## config.mk

```make
export PLATFORM = sky130hd
export DESIGN_NAME = mem_port_arbiter
export DESIGN_NICKNAME = d
export VERILOG_FILES = /design/src/rtl/mem_arb_pkg.sv /design/src/rtl/arb_starve_ctr.sv /design/src/rtl/mem_port_arbiter.sv
export SDC_FILE = /design/constraint.sdc
export NUM_CORES = 1
export LEC_CHECK = 0
export CAP_MARGIN = 20
export CORE_AREA = 2 2 119 121
export CTS_BUF_LIST = sky130_fd_sc_hd__clkbuf_16
export CTS_CLUSTER_SIZE = 16
export DETAILED_ROUTE_END_ITERATION = 12
export DIE_AREA = 0 0 121 123
export DONT_BUFFER_PORTS = 1
export GPL_ROUTABILITY_DRIVEN = 1
export MAX_ROUTING_LAYER = met4
export PLACE_DENSITY = 0.36
export RECOVER_POWER = 25
export SETUP_SLACK_MARGIN = 0.5
export SLEW_MARGIN = 20
export SYNTH_ARGS = -nofsm -noshare
export SYNTH_HDL_FRONTEND = slang
export SYNTH_HIERARCHICAL = 1
export SYNTH_SLANG_ARGS = --single-unit
```

## constraint.sdc

```tcl
create_clock -name clk -period 6.6 [get_ports clk]
set_clock_uncertainty 0.05 [all_clocks]
set_input_delay 1.65 -clock clk [delete_from_list [all_inputs] [get_ports clk]]
set_output_delay 1.65 -clock clk [all_outputs]
set_load 0.005 [all_outputs]
```

## src/rtl/mem_arb_pkg.sv

```systemverilog
// Shared definitions for the instruction/data memory port arbiter:
// arbiter state encoding, read-owner tags and the fixed read byte-enable.
package mem_arb_pkg;

    typedef enum logic {
        ST_FREE = 1'b0,
        ST_LOCK = 1'b1
    } arb_state_t;

    typedef enum logic {
        OWN_IF = 1'b0,
        OWN_D  = 1'b1
    } owner_t;

    localparam logic [3:0] MEM_FLAG_RD = 4'hf;

    // Wide enough for the largest starvation limit (15)
    localparam int STARVE_W = 4;

endpackage

```

## src/rtl/arb_starve_ctr.sv

```systemverilog
// Saturating count of consecutive cycles the fetch port was denied.
// force_if tells the arbiter that fetch must win the next contest.
// The count only moves while en (arbiter free) is high; otherwise it is frozen.
module arb_starve_ctr
    import mem_arb_pkg::*;
#(
    parameter int STARVE_MAX = 4
) (
    input  logic clk,
    input  logic rst,
    input  logic en,
    input  logic if_req,
    input  logic if_gnt,
    output logic force_if
);

    localparam logic [STARVE_W-1:0] MAX_C = STARVE_W'(STARVE_MAX);

    logic [STARVE_W-1:0] cnt_reg;
    logic [STARVE_W-1:0] cnt_next;

    // Clear when fetch is served or idle, otherwise count up to the limit
    always_comb begin
        cnt_next = cnt_reg;
        if (en) begin
            if (!if_req || if_gnt) begin
                cnt_next = '0;
            end else if (cnt_reg < MAX_C) begin
                cnt_next = cnt_reg + 1'b1;
            end
        end
    end

    // Counter register
    always_ff @(posedge clk or posedge rst) begin
        if (rst) begin
            cnt_reg <= '0;
        end else begin
            cnt_reg <= cnt_next;
        end
    end

    assign force_if = (cnt_reg >= MAX_C);

endmodule

```

## src/rtl/mem_port_arbiter.sv

```systemverilog
// Shares one single-port SRAM between the instruction-fetch port and the
// data port. Data has fixed priority; a starvation limit bounds how long
// fetch can wait, and a lock keeps the memory for the data port across an
// SWP read/write pair. Read data returns one cycle after the grant.
// Optional feature macro: ARB_PERF_CNT_EN builds the conflict/stall counters;
// without it perf_conf and perf_stall are tied to zero.
module mem_port_arbiter
    import mem_arb_pkg::*;
#(
    parameter int AW         = 32,
    parameter int DW         = 32,
    parameter int STARVE_MAX = 4
) (
    input  logic          clk,
    input  logic          rst,
    input  logic          if_req,
    input  logic [AW-1:0] if_addr,
    output logic          if_gnt,
    output logic [DW-1:0] if_rdata,
    output logic          if_rvalid,
    input  logic          d_req,
    input  logic          d_wen,
    input  logic [3:0]    d_flag,
    input  logic          d_lock,
    input  logic [AW-1:0] d_addr,
    input  logic [DW-1:0] d_wdata,
    output logic          d_gnt,
    output logic [DW-1:0] d_rdata,
    output logic          d_rvalid,
    output logic          mem_cen,
    output logic          mem_wen,
    output logic [3:0]    mem_flag,
    output logic [AW-1:0] mem_addr,
    output logic [DW-1:0] mem_wdata,
    input  logic [DW-1:0] mem_rdata,
    output logic [15:0]   perf_conf,
    output logic [15:0]   perf_stall
);

    arb_state_t    state_reg;
    arb_state_t    state_next;
    logic          grant_d;
    logic          grant_if;
    logic          force_if;
    logic          rvalid_reg;
    owner_t        owner_reg;
    logic [DW-1:0] if_hold_reg;
    logic [DW-1:0] d_hold_reg;

    arb_starve_ctr #(
        .STARVE_MAX (STARVE_MAX)
    ) u_starve (
        .clk      (clk),
        .rst      (rst),
        .en       (state_reg == ST_FREE),
        .if_req   (if_req),
        .if_gnt   (grant_if),
        .force_if (force_if)
    );

    // Grant selection and lock tracking; nothing is granted while in reset
    always_comb begin
        grant_d    = 1'b0;
        grant_if   = 1'b0;
        state_next = state_reg;
        if (!rst) begin
            if (state_reg == ST_LOCK) begin
                grant_d = d_req;
            end else if (d_req && !force_if) begin
                grant_d = 1'b1;
            end else if (if_req) begin
                grant_if = 1'b1;
            end else if (d_req) begin
                grant_d = 1'b1;
            end
        end
        if (grant_d) begin
            state_next = d_lock ? ST_LOCK : ST_FREE;
        end
    end

    // Arbiter state register
    always_ff @(posedge clk or posedge rst) begin
        if (rst) begin
            state_reg <= ST_FREE;
        end else begin
            state_reg <= state_next;
        end
    end

    assign d_gnt  = grant_d;
    assign if_gnt = grant_if;

    // Memory request mux: the granted requester drives memory in the same cycle
    always_comb begin
        mem_cen   = grant_d | grant_if;
        mem_wen   = grant_d & d_wen;
        mem_flag  = '0;
        mem_addr  = '0;
        mem_wdata = '0;
        if (grant_d) begin
            mem_flag  = d_wen ? d_flag : MEM_FLAG_RD;
            mem_addr  = d_addr;
            mem_wdata = d_wdata;
        end else if (grant_if) begin
            mem_flag  = MEM_FLAG_RD;
            mem_addr  = if_addr;
        end
    end

    // Remember which port owns the read data arriving next cycle
    always_ff @(posedge clk or posedge rst) begin
        if (rst) begin
            rvalid_reg <= 1'b0;
            owner_reg  <= OWN_IF;
        end else begin
            rvalid_reg <= grant_if | (grant_d & ~d_wen);
            owner_reg  <= grant_d ? OWN_D : OWN_IF;
        end
    end

    assign if_rvalid = rvalid_reg && (owner_reg == OWN_IF);
    assign d_rvalid  = rvalid_reg && (owner_reg == OWN_D);

    // Each port keeps showing its last read word while the other port reads
    always_ff @(posedge clk or posedge rst) begin
        if (rst) begin
            if_hold_reg <= '0;
            d_hold_reg  <= '0;
        end else begin
            if (if_rvalid) begin
                if_hold_reg <= mem_rdata;
            end
            if (d_rvalid) begin
                d_hold_reg <= mem_rdata;
            end
        end
    end

    assign if_rdata = if_rvalid ? mem_rdata : if_hold_reg;
    assign d_rdata  = d_rvalid  ? mem_rdata : d_hold_reg;

`ifdef ARB_PERF_CNT_EN
    logic [15:0] conf_reg;
    logic [15:0] stall_reg;

    // Conflict cycles (both ports asking) and fetch wins forced by starvation
    always_ff @(posedge clk or posedge rst) begin
        if (rst) begin
            conf_reg  <= '0;
            stall_reg <= '0;
        end else begin
            if (d_req && if_req) begin
                conf_reg <= conf_reg + 16'd1;
            end
            if (grant_if && force_if && d_req) begin
                stall_reg <= stall_reg + 16'd1;
            end
        end
    end

    assign perf_conf  = conf_reg;
    assign perf_stall = stall_reg;
`else
    assign perf_conf  = 16'h0;
    assign perf_stall = 16'h0;
`endif

endmodule

```

==> qor.csv <==
stage;metric;value;unit
drt;dr.pass1.iters;4;
synthesis;yosysTopAreaCell;dfrtp_1;
drt;wirelength;12.3;mm
min_path;worst_hold_path.num_cells;1;
critical_path;crit_type;primary input to output pin;
timing;finalSetupViolCount;0;
pwr;p_switching;405;uW
synthesis;yosysMostFrequentCell;dfrtp_1;
pwr;clkPwrFrac;35.7;%
synthesis;seq_area_frac_synth;49.5;%
cts;cts_tree;done;
placed_design;gp_congestion;0.893;
synthesis;synth_ff_type;dfrtp_1;
global_route;grt.total_usage;16.4;%
placed_design;port-buffer-count;0;
critical_path;cp.arrival;2.71;ns
synthesis;synth_top_area_share;49.5;%
drt;via_per_inst;4.83;
timing;fin_setup_tns;0;ns
placed_design;place_area;3610;um2
global_route;grt_overflow_total;0;
global_route;grt_pass1_vias;2342;
pwr;total_leakage_power;0.00182;uW
synthesis;yosys_register_bits;71;
flow_run;drv_cap;1;
final_layout;nets;421;
final_layout;area_growth_syn_to_layout;9.26;%
synthesis;synthesis.instances;289;
timing;fin_crit;4.41;ns
floorplan;die_area;14900;um2
pwr;internal-power;1020;uW
cts;clock-sinks;71;
timing;slew_violations;34;
synthesis;synth_cell_types;29;
cts;cts_buffers;9;
floorplan;die_w;121;um
pwr;p_sw_share;28.4;%
pwr;powerDensity;363;nW/um2
synthesis;async_reset_ff_share;100;%
cts;clk_path_buf_depth;2;
final_layout;drive_above_1_share;12.2;%
floorplan;initial_core_util;26.4;%
timing;hold_viol;0;
synthesis;syn_area_per_cell;12.4;um2
min_path;hp-class;flip-flop to flip-flop;
cts;cts-root-buf;clkbuf_16;
timing;rsz0062_at_grt;false;
timing;tightest_slew;1.57;ns
synthesis;synth_common_cells;dfrtp_1 (71), mux2_2 (64), a22o_1 (32), and3_1 (32), buf_4 (32);
floorplan;io_pins;308;
critical_path;r2r_slack;4.34;ns
placed_design;dp_hpwl;10.1;mm
critical_path;worstRegToRegCells;2;
drt;vias;2264;
drt;wire_per_inst;26.2;um
cts;cts_max_level;3;
drt;final_antenna_net_count;0;
final_layout;num-fill-cells;1421;
cts;cts-resized-gates;0;
cts;cts_setup_buffers;0;
floorplan;num_rows;43;
final_layout;final_area;3930;um2
critical_path;cp_max_fo;36;
critical_path;worstPathRequired;4.90;ns
synthesis;ys_warn_count;6;
cts;path_clk_slew;0.06;ns
cts;cts_hold_buf;0;
timing;fmax;227;MHz
timing;slew-limit-headroom;-4.80;%
global_route;antenna_found_initial;2;
cts;clkLatencyLatePin;0.33;ns
global_route;grt_max_degree;56;
status;violations;capacitance limit, slew limit;
floorplan;die_h;123;um
critical_path;cp-start-kind;primary input;
global_route;grt_first_pass_wirelength;16.7;mm
pwr;peakVddDrop;126;uV
timing;period_share;66.8;%
pwr;pwr-share-seq;42.7;%
synthesis;synth_edf_count;0;
synthesis;netlist_area;3590;um2
floorplan;core-area;13600;um2
critical_path;end_kind;output pin;
drt;drt_iter0_drc;135;
drt;drcViolationCount;0;
pwr;combPwrFrac;21.6;%
status;status;finished with violations;
synthesis;synth_area_leaders;dfrtp_1 (49%), mux2_2 (20%), a22o_1 (7.8%);
## power groups by stage
stage / clock network (uW) / logic [uW] / registers, uW
3_5_place_dp: 0 / 346 / 617
2_1_floorplan: 0 / 280 / 605
6_report: 508 / 307 / 608
4_1_cts: 526 / 345 / 610
3_3_place_gp: 0 / 342 / 611
5_1_grt: 544 / 342 / 625
## worst paths after layout
| check | from | to |
|---|---|---|
| setup / recovery | if_req | mem_addr[27] |
| hold / removal | u_starve/cnt_reg[0]$_DFFE_PP0P_ | u_starve/cnt_reg[0]$_DFFE_PP0P_ |
| setup reg to reg | owner_reg$_DFF_PP0_ | d_hold_reg[31]$_DFF_PP0_ |
| hold reg to reg | u_starve/cnt_reg[0]$_DFFE_PP0P_ | u_starve/cnt_reg[0]$_DFFE_PP0P_ |
| max in group asynchronous | rst | if_hold_reg[24]$_DFF_PP0_ |
| min in group asynchronous | rst | u_starve/cnt_reg[3]$_DFFE_PP0P_ |
## layer usage
| layer | wire length (um) | share of wire (%) | GRT usage, % | vias to the layer above |
|---|---|---|---|---|
| met3 | 1240 | 10 | 6.87 | 12 |
| met4 | 192 | 1.6 | 5.16 | 0 |
| li1 | - | - | - | 965 |
| met2 | 6360 | 52 | 27.5 | 159 |
| met5 | 0 | 0 | - | - |
| met1 | 4490 | 37 | 17.7 | 1128 |
## cell families after synthesis
family	Yosys count	synth area share [%]
adders and majority gates	1	0.348
other	1	0.104
and+or+nand+nor	44	8.57
muxes	65	20.3
AOI/OAI and AO/OA	44	10.1
DFF	71	49.5
buffers and inverters	63	11.1
## cell usage in the layout (no fill, tap or decap), drive strengths merged, types with 3 or more instances in the layout
master / count
dfrtp: 71
mux2: 64
and3: 32
a22o: 32
conb: 32
inv: 12
clkbuf: 9
o21a: 5
a21oi: 3
buf: 3
nor2b: 3
clkinv: 3
## final cells by class
type                    count  area [um2]  share of cell area (%)
well taps                 180         225                    5.74
inverters                  11        41.3                    1.05
repair buffers              3        22.5                   0.574
clock inverters             7        88.8                    2.26
multi-input cells         186        1540                    39.2
clock buffers               9         225                    5.74
diodes                      2        5.00                   0.128
flip-flops and latches     71        1780                    45.3
## stage by stage
step / instances / utilization, % / total power (uW) / hold slack (ns) / setup WS (ns)
final: 469 / 28.8 / 1420 / 0.439 / 2.19
after CTS: 467 / 28.8 / 1480 / 0.448 / 2.16
after global routing: 469 / 28.8 / 1510 / 0.454 / 2.12
after global placement: 451 / 26.5 / 954 / 0.418 / 2.20
after floorplan: 320 / - / 884 / 0.407 / 2.47
after detailed placement: 451 / 26.5 / 963 / 0.440 / 2.16
## worst max-delay path, stage by stage
cell      delay (ns)
nand3b_4        0.21
and2_4          0.44
a22o_1          0.39
(Power assumes the default switching activity.)
